**config.mk**
```make
export PLATFORM = sky130hd
export DESIGN_NAME = hit_resolver
export DESIGN_NICKNAME = d
export VERILOG_FILES = /design/src/rtl/hit_resolver.sv
export SDC_FILE = /design/constraint.sdc
export NUM_CORES = 1
export LEC_CHECK = 0
export BUFFER_PORTS_ARGS = -buffer_cell sky130_fd_sc_hd__buf_2
export CELL_PAD_IN_SITES_DETAIL_PLACEMENT = 0
export CELL_PAD_IN_SITES_GLOBAL_PLACEMENT = 1
export CORE_ASPECT_RATIO = 1.25
export CORE_MARGIN = 4
export CORE_UTILIZATION = 40
export CTS_CLUSTER_DIAMETER = 80
export DETAILED_ROUTE_END_ITERATION = 10
export GPL_ROUTABILITY_DRIVEN = 0
export PLACE_DENSITY_LB_ADDON = 0.12
export RECOVER_POWER = 25
export SYNTH_ARGS = -nofsm -noshare
export SYNTH_HDL_FRONTEND = slang
export SYNTH_SLANG_ARGS = --single-unit
```
**constraint.sdc**
```tcl
create_clock -name clk -period 4.1 [get_ports clk]
set_input_delay 0.82 -clock clk [delete_from_list [all_inputs] [get_ports clk]]
set_output_delay 0.82 -clock clk [all_outputs]
set_load 0.01 [all_outputs]
```
**src/rtl/hit_resolver.sv**
```systemverilog
// Hit resolution between two fighters: box overlap test, damage and health tracking,
// and the round FSM (wait / fight / hitstop / KO) that drives freeze, hit and winner outputs.
module hit_resolver #(
    parameter int         HP_W       = 7,
    parameter int         HEALTH_MAX = 100,
    parameter int         DAMAGE     = 10,
    parameter int         HITSTOP    = 8,
    parameter logic [3:0] ACTIVE_ST  = 4'd4
) (
    input  logic            clk,
    input  logic            rst,
    input  logic            frame_tick,
    input  logic            round_start,
    input  logic [3:0]      p1_state,
    input  logic [3:0]      p2_state,
    input  logic [39:0]     p1_hitbox,
    input  logic [39:0]     p1_hurtbox,
    input  logic [39:0]     p2_hitbox,
    input  logic [39:0]     p2_hurtbox,
    output logic [HP_W-1:0] p1_health,
    output logic [HP_W-1:0] p2_health,
    output logic            p1_hit,
    output logic            p2_hit,
    output logic            freeze,
    output logic            game_over,
    output logic [1:0]      winner
);

    typedef enum logic [1:0] {
        ST_WAIT    = 2'd0,
        ST_FIGHT   = 2'd1,
        ST_HITSTOP = 2'd2,
        ST_KO      = 2'd3
    } state_t;

    localparam logic [HP_W-1:0] HEALTH_INIT  = HP_W'(HEALTH_MAX);
    localparam logic [7:0]      HITSTOP_LOAD = 8'(HITSTOP - 1);

    function automatic logic [9:0] min10(input logic [9:0] a, input logic [9:0] b);
        return (a < b) ? a : b;
    endfunction

    function automatic logic [9:0] max10(input logic [9:0] a, input logic [9:0] b);
        return (a < b) ? b : a;
    endfunction

    // Boxes are {x1,x2,y1,y2}; corners may arrive in either order (mirrored right-side boxes).
    function automatic logic boxes_overlap(input logic [39:0] a, input logic [39:0] b);
        logic [9:0] a_xlo, a_xhi, a_ylo, a_yhi;
        logic [9:0] b_xlo, b_xhi, b_ylo, b_yhi;
        a_xlo = min10(a[39:30], a[29:20]);
        a_xhi = max10(a[39:30], a[29:20]);
        a_ylo = min10(a[19:10], a[9:0]);
        a_yhi = max10(a[19:10], a[9:0]);
        b_xlo = min10(b[39:30], b[29:20]);
        b_xhi = max10(b[39:30], b[29:20]);
        b_ylo = min10(b[19:10], b[9:0]);
        b_yhi = max10(b[19:10], b[9:0]);
        return (a_xlo <= b_xhi) && (b_xlo <= a_xhi) && (a_ylo <= b_yhi) && (b_ylo <= a_yhi);
    endfunction

    // Compared at 32 bits so a DAMAGE wider than HP_W still saturates correctly.
    function automatic logic [HP_W-1:0] apply_damage(input logic [HP_W-1:0] h);
        logic [31:0] h_wide;
        h_wide = 32'(h);
        if (h_wide > 32'(DAMAGE)) begin
            return HP_W'(h_wide - 32'(DAMAGE));
        end else begin
            return {HP_W{1'b0}};
        end
    endfunction

    state_t          state_r, state_next_s;
    logic [7:0]      cnt_r, cnt_next_s;
    logic            landed1_r, landed1_next_s;
    logic            landed2_r, landed2_next_s;
    logic [HP_W-1:0] p1_health_r, p1_health_next_s;
    logic [HP_W-1:0] p2_health_r, p2_health_next_s;
    logic            p1_hit_r, p1_hit_next_s;
    logic            p2_hit_r, p2_hit_next_s;
    logic            freeze_r, game_over_r;
    logic [1:0]      winner_r, winner_next_s;

    logic            p1_active_s, p2_active_s;
    logic            hit1_s, hit2_s;
    logic [HP_W-1:0] p1_after_s, p2_after_s;
    logic            p1_dead_s, p2_dead_s;

    assign p1_active_s = (p1_state == ACTIVE_ST);
    assign p2_active_s = (p2_state == ACTIVE_ST);

    // hit1: player 1 strikes player 2; hit2: player 2 strikes player 1.
    assign hit1_s = frame_tick && (state_r == ST_FIGHT) && p1_active_s && !landed1_r
                    && boxes_overlap(p1_hitbox, p2_hurtbox);
    assign hit2_s = frame_tick && (state_r == ST_FIGHT) && p2_active_s && !landed2_r
                    && boxes_overlap(p2_hitbox, p1_hurtbox);

    assign p2_after_s = hit1_s ? apply_damage(p2_health_r) : p2_health_r;
    assign p1_after_s = hit2_s ? apply_damage(p1_health_r) : p1_health_r;
    assign p1_dead_s  = (p1_after_s == {HP_W{1'b0}});
    assign p2_dead_s  = (p2_after_s == {HP_W{1'b0}});

    // Next-state and next-output logic for the round FSM.
    always_comb begin
        state_next_s     = state_r;
        cnt_next_s       = cnt_r;
        landed1_next_s   = landed1_r;
        landed2_next_s   = landed2_r;
        p1_health_next_s = p1_health_r;
        p2_health_next_s = p2_health_r;
        p1_hit_next_s    = 1'b0;
        p2_hit_next_s    = 1'b0;
        winner_next_s    = winner_r;

        if (round_start) begin
            state_next_s     = ST_FIGHT;
            cnt_next_s       = 8'd0;
            landed1_next_s   = 1'b0;
            landed2_next_s   = 1'b0;
            p1_health_next_s = HEALTH_INIT;
            p2_health_next_s = HEALTH_INIT;
            winner_next_s    = 2'b00;
        end else if (frame_tick) begin
            case (state_r)
                ST_FIGHT: begin
                    landed1_next_s   = hit1_s || (p1_active_s && landed1_r);
                    landed2_next_s   = hit2_s || (p2_active_s && landed2_r);
                    p1_health_next_s = p1_after_s;
                    p2_health_next_s = p2_after_s;
                    p1_hit_next_s    = hit2_s;
                    p2_hit_next_s    = hit1_s;
                    if ((hit1_s || hit2_s) && (p1_dead_s || p2_dead_s)) begin
                        state_next_s  = ST_KO;
                        winner_next_s = {p1_dead_s, p2_dead_s};
                    end else if (hit1_s || hit2_s) begin
                        state_next_s = ST_HITSTOP;
                        cnt_next_s   = HITSTOP_LOAD;
                    end else begin
                        state_next_s = ST_FIGHT;
                    end
                end
                ST_HITSTOP: begin
                    landed1_next_s = p1_active_s && landed1_r;
                    landed2_next_s = p2_active_s && landed2_r;
                    if (cnt_r == 8'd0) begin
                        state_next_s = ST_FIGHT;
                    end else begin
                        cnt_next_s = cnt_r - 8'd1;
                    end
                end
                default: begin
                    state_next_s = state_r;
                end
            endcase
        end else begin
            state_next_s = state_r;
        end
    end

    // State, health, latches and registered outputs.
    always_ff @(posedge clk or negedge rst) begin
        if (!rst) begin
            state_r     <= ST_WAIT;
            cnt_r       <= 8'd0;
            landed1_r   <= 1'b0;
            landed2_r   <= 1'b0;
            p1_health_r <= HEALTH_INIT;
            p2_health_r <= HEALTH_INIT;
            p1_hit_r    <= 1'b0;
            p2_hit_r    <= 1'b0;
            freeze_r    <= 1'b0;
            game_over_r <= 1'b0;
            winner_r    <= 2'b00;
        end else begin
            state_r     <= state_next_s;
            cnt_r       <= cnt_next_s;
            landed1_r   <= landed1_next_s;
            landed2_r   <= landed2_next_s;
            p1_health_r <= p1_health_next_s;
            p2_health_r <= p2_health_next_s;
            p1_hit_r    <= p1_hit_next_s;
            p2_hit_r    <= p2_hit_next_s;
            freeze_r    <= (state_next_s == ST_HITSTOP);
            game_over_r <= (state_next_s == ST_KO);
            winner_r    <= winner_next_s;
        end
    end

    assign p1_health = p1_health_r;
    assign p2_health = p2_health_r;
    assign p1_hit    = p1_hit_r;
    assign p2_hit    = p2_hit_r;
    assign freeze    = freeze_r;
    assign game_over = game_over_r;
    assign winner    = winner_r;

endmodule

```
# [Word-level counts from Yosys, hierarchy flattened]
# Index checks and enable logic that the tools add are counted.
[word_totals] register_bits=32 inputBits=172 word_cells=128 out_inout_bits=20
[classes] n_eq_ne=9 addsub=3 n_reduce_logical=33 n_mux=54 n_lt_le_gt_ge=18
[ops] cell="$mux W10" count=16
[ops] cell="$le A10 B10 Y1" count=8
[ops] cell="$lt A10 B10 Y1" count=8
[ops] cell="$mux W7" count=10
[ops] cell="$mux W8" count=5
[ops] cell="$mux W2" count=9
[ops] cell="$logic_and A1 B1 Y1" count=16
[ops] cell="$pmux W8 S2" count=1
[ops] cell="$gt A7 B4 Y1 const B" count=2
[ops] cell="$logic_not A7 Y1" count=2
[ops] cell="$sub A7 B4 Y7 const B" count=2
[ops] cell="$mux W1" count=10
[ops] cell="$eq A4 B3 Y1 const B" count=2
[ops] cell="$logic_not A8 Y1" count=1
[ops] cell="$sub A8 B1 Y8 const B" count=1
[ops] cell="$eq A2 B2 Y1 const B" count=3
[ops] cell="$ne A3 B3 Y1 const B" count=2
[ops] cell="$reduce_bool A2 Y1" count=3
[ops] cell="$reduce_and A5 Y1" count=1
[ops] cell="$logic_or A1 B1 Y1" count=4
[ops] cell="$pmux W1 S2" count=2
[ops] cell="$pmux W2 S2" count=1
[ops] cell="$reduce_and A2 Y1" count=2
[ops] cell="$ne A3 B2 Y1 const B" count=1
[ops] cell="4 further kinds" count=5

# [Depth between registers and ports, before layout]
[logic_depth] depth_word=16 depth_mapped=22 depth_no_buf=20

# [Worst setup path before layout]
# No wires, ideal clock.
[synth_timing] path_kind="input to register" from="in p2_hurtbox[21]" to="reg cnt_r[4]" setup_ns=0.151 arrival_time_ns=5.314 cell_stages=22 path_buffers=2 slack_ns=-1.366 required_ns=3.949 cell_sequence="inv_1 -> ha_1 -> a21o_1 -> a21o_1 -> a21o_1 -> a21o_1 -> a21o_1 -> a211oi_1 -> clkbuf_1 -> o211ai_1 -> and3_1 -> ha_1 -> a21o_1 -> a21o_1 -> a2111oi_0 -> o21bai_1 -> a2111oi_4 -> a21boi_0 -> o32ai_2 -> buf_4 -> mux2i_1 -> o311ai_0"
[synth_via] elab_chain_len=13 word_cells_on_any_way=17 classes_between="order compare: 3; eq/ne: 2; mux: 3; reduce/logical: 9"
[synth_lines] item="from (decl)" line_no="19" text="input logic [39:0] p2_hurtbox,"
[synth_lines] item="$lt A10 B10 Y1" line_no="40, 44"
[synth_lines] item="$mux W10, on equally long branches" line_no="44, 40"
[synth_lines] item="$le A10 B10 Y1" line_no="59" text="return (a_xlo <= b_xhi) && (b_xlo <= a_xhi) && (a_ylo <= b_yhi) && (b_ylo <= a_yhi);"
[synth_lines] item="$logic_and A1 B1 Y1 * (3 in a row)" line_no="59"
[synth_lines] item="$logic_and A1 B1 Y1 *" line_no="94" text="&& boxes_overlap(p1_hitbox, p2_hurtbox);"
[synth_lines] item="$mux W7" line_no="98" text="assign p2_after_s = hit1_s ? apply_damage(p2_health_r) : p2_health_r;"
[synth_lines] item="$logic_not A7 Y1" line_no="101" text="assign p2_dead_s = (p2_after_s == {HP_W{1'b0}});"
[synth_lines] item="$logic_or A1 B1 Y1" line_no="132" text="if ((hit1_s || hit2_s) && (p1_dead_s || p2_dead_s)) begin"
[synth_lines] item="$logic_and A1 B1 Y1" line_no="132"
[synth_lines] item="$ne A3 B3 Y1 (no source line)"
[synth_lines] item="$reduce_and A5 Y1 (no source line) *"
[synth_lines] item="to (signal assigned)" line_no="176" text="cnt_r <= cnt_next_s;"
[synth_lines] item="to (decl)" line_no="74" text="logic [7:0] cnt_r, cnt_next_s;"
# Every way passes the cells marked *; elsewhere a longest branch is shown, timed or not.
# A chain may end at the register's enable or synchronous reset.

# [Final worst setup path]
[layout_timing] from="in p1_hitbox[21]" to="reg cnt_r[4]"
[layout_via] elab_chain_len=13 word_cells_on_any_way=17 classes_between="order compare: 3; eq/ne: 2; mux: 3; reduce/logical: 9"
[layout_lines] item="from (decl)" line_no="16" text="input logic [39:0] p1_hitbox,"
[layout_lines] item="$lt A10 B10 Y1" line_no="40, 44"
[layout_lines] item="$mux W10, on equally long branches" line_no="40, 44"
[layout_lines] item="$le A10 B10 Y1" line_no="59"
[layout_lines] item="$logic_and A1 B1 Y1 * (3 in a row)" line_no="59"
[layout_lines] item="$logic_and A1 B1 Y1 *" line_no="94"
[layout_lines] item="$mux W7" line_no="98"
[layout_lines] item="$logic_not A7 Y1" line_no="101"
[layout_lines] item="$logic_or A1 B1 Y1" line_no="132"
[layout_lines] item="$logic_and A1 B1 Y1" line_no="132"
[layout_lines] item="$ne A3 B3 Y1 (no source line)"
[layout_lines] item="$reduce_and A5 Y1 (no source line) *"
# Marked as above.

==> metrics.txt <==
outcome complete, but fails checks; failing checks max-capacitance violations, max-slew violations, negative setup slack; #FFs+latches synth 32; DP Wirelength 30.67 mm; largest family of logic cells by synthesized area compound AO/OA/AOI/OAI gates; final clock skew 6.256 ps; crit path kind in2reg; core area about 26000 um2; Power Density 222.2 nW/um2; Commonest cells post-synth nand4_1, o211ai_1, a22oi_1; Hold Crit Endpoint landed1_r$_DFFE_PN0P_; cell row count 66; maximum clock rate slightly below 200 MHz; Syn Inst Count 1501; grt total ovfl 0; Adder-Cell Fraction of Synth Area between 10% and 20%; RSZ-0062 raised after global routing true; arrival time at the worst endpoint 5320 ps; routed wl met2 19.88 mm; WHS Path Cells 2; I/O Buffers 191; Diodes inserted 0; Pleak 7.546 nW; WL met3 2.217 mm; origin of the critical flop-to-flop path state_r[1]$_DFF_PN0_; WHS 514.9 ps; fraction of registers with async set or reset after synthesis 100.0%; dominant cell type by area after synthesis ha_1; crit start category primary input; worst-margin pin slew between 1500 and 2000 ps; clock-pin transition on the worst setup and hold timing paths 50 ps; First-pass DRT Iterations 5; Avg WL per Cell 16.95 um; Ys Warns 0; global-route wire length before repair 64.16 mm; fin nets 2313; FF-to-FF path depth 11; Cells after DPL around 2300; simple-gate share of the synthesized area between 20% and 30%; CTS Root Cell clkbuf_16; DRT Wirelength roughly 39 mm; CTS Buf Count 5; total negative slack -22700 ps; Yosys cell types 72; routed via count between 10000 and 15000; Seq/Total Area, Yosys under 10%; number of flops mapped to enable cells by yosys 0; area of the die 29500 um2; Mapped Nets 1830; max_cap viols 1; Post-Route M1 WL roughly 16 mm; prevailing post-synth register cell dfrtp_1; Final min period a little over 5000 ps; top cell type's share of synthesized area 18.32%; Avg Cell Area, Syn 7.142 um2; final hold violation count 0; area delta synth->final 50.36%; synth top area cells ha_1, o211ai_1, a22oi_1, nand4_1, dfrtp_1; layout cells sized above 1 roughly two fifths; CP Max Fanout 6; min-delay src landed1_r$_DFFE_PN0P_; max_slew headroom -21.17%; CTS Sinks 32; Antenna Nets Post-Route 0; CTS H-tree depth 2; final std cells w/o fill 2325; CP startpoint p1_hitbox[21]; routed vias/inst 6.120; Compound-Gate Fraction of Synth Area a little over a third; Max Slew Vio Count 33; max layer used met4; fin crit share 126.4%; Worst Hold Class reg2reg; I/O Pins 192; Starting Density 40.82%; final setup violation count 32; Initial DRC Count around 900; Syn Std Cell Area roughly 11000 um2; Setup crit end kind flop; total track usage roughly 25%; Final Power ~0.0036 W; XOR/XNOR share of the synthesized area less than 1%; antenna violations before repair 0; Die X 154.4 um; r2r endpoint cnt_r[6]$_DFFE_PN0P_; post-synthesis mux area share 0.3735%; VDD IR-drop max roughly 0.15 mV; Clock Latency Late Sink 280 ps; worst endpoint required time 4240 ps; die height 191.0 um; DR DRC count 0; Reg2Reg Setup Slack 790 ps; CTS tree yes; Final WS setup -1082 ps; vias in the first global route 13480; clock tree buffer depth 2; count leader, synth nand4_1; largest net degree at the start of global routing 33
[how the worst max path moves through the flow]
stage                           endpoint  slack, ps
floorplan           cnt_r[6]$_DFFE_PN0P_       -760
detailed placement  cnt_r[6]$_DFFE_PN0P_      -1470
finish              cnt_r[4]$_DFFE_PN0P_      -1080
global route        cnt_r[4]$_DFFE_PN0P_      -1250
global placement    cnt_r[6]$_DFFE_PN0P_      -1420
CTS                 cnt_r[6]$_DFFE_PN0P_      -1100
[power by group]
part / internal (W) / switching (W)
Clock: 0.000242 / 0.000132
Sequential: 0.000324 / 0.00000675
Combinational: 0.00138 / 0.00149
[per-layer routing]
metal	GRT usage [%]	up-vias
li1	-	6973
met4	6.048	0
met3	2.310	72
met2	45.53	516
met5	0	-
met1	31.70	6669
[flip-flops by register name, indices dropped and copies added, names as in the netlist]
register / count
winner: 2
p2_hit: 1
p1_health: 7
p1_hit: 1
state_r: 2
game_over: 1
landed1_r: 1
cnt_r: 8
landed2_r: 1
p2_health: 7
freeze: 1
[what timing repair did]
item / CTS / global route
hold buffers: 0 / 0
gates cloned: 2 / 1
buffers inserted: 21 / 15
gates resized for setup: 94 / 75
setup endpoints to repair: 32 / 32
pin swaps: 51 / 42
[through the flow]
stage	instance area (um2)	worst slack (ps)	util [%]
2_1_floorplan	11090	-758.8	-
3_3_place_gp	14940	-1416	56.88
3_5_place_dp	14940	-1472	56.88
4_1_cts	15670	-1096	59.66
5_1_grt	16120	-1253	61.38
6_report	16120	-1082	61.38
[cell families (layout without fill, tap and decap cells)]
family / Yosys count / in the layout
compound gates: 526 / 526
xor+xnor: 1 / 1
fa+ha+maj: 157 / 157
buf+inv: 232 / 716
flops: 32 / 32
mux: 4 / 4
simple gates: 549 / 549
[cell type report]
cell class | instances | area [um2]
repair buffers | 611 | 4437
flip-flops and latches | 32 | 808.3
clock buffers | 8 | 146.4
multi-input cells | 1237 | 9903
fillers | 2458 | 10140
inverters | 97 | 399.1
well taps | 340 | 425.4
[critical path, stage by stage]
cell       delay [ps]
buf_2              90
inv_1              40
ha_1              260
a21o_1            170
a21o_1            170
a21o_1            170
a21o_1            140
a21o_1            170
a211oi_2          310
buf_4             200
buf_4             130
o211ai_1          100
and3_1            180
ha_1              190
a21oi_2           140
o21a_1            220
o2111ai_4         170
a2111oi_4         520
mux2i_2           150
o32ai_2           420
buf_6             210
mux2i_1           200
o311ai_1          120
[cells in the final DEF, fill, tap and decap left out, types with 29 or more instances in the layout]
cell | Yosys | final
a21o_1 | 52 | 52
a22oi_1 | 165 | 162
and3_1 | 80 | 76
buf_2 | 2 | 186
buf_4 | 1 | 377
buf_6 | 0 | 29
ha_1 | 157 | 131
inv_1 | 97 | 90
nand2_1 | 50 | 42
nand3_1 | 89 | 83
nand4_1 | 179 | 179
nor2_1 | 49 | 43
o211ai_1 | 167 | 167
(Power assumes the default switching activity.)
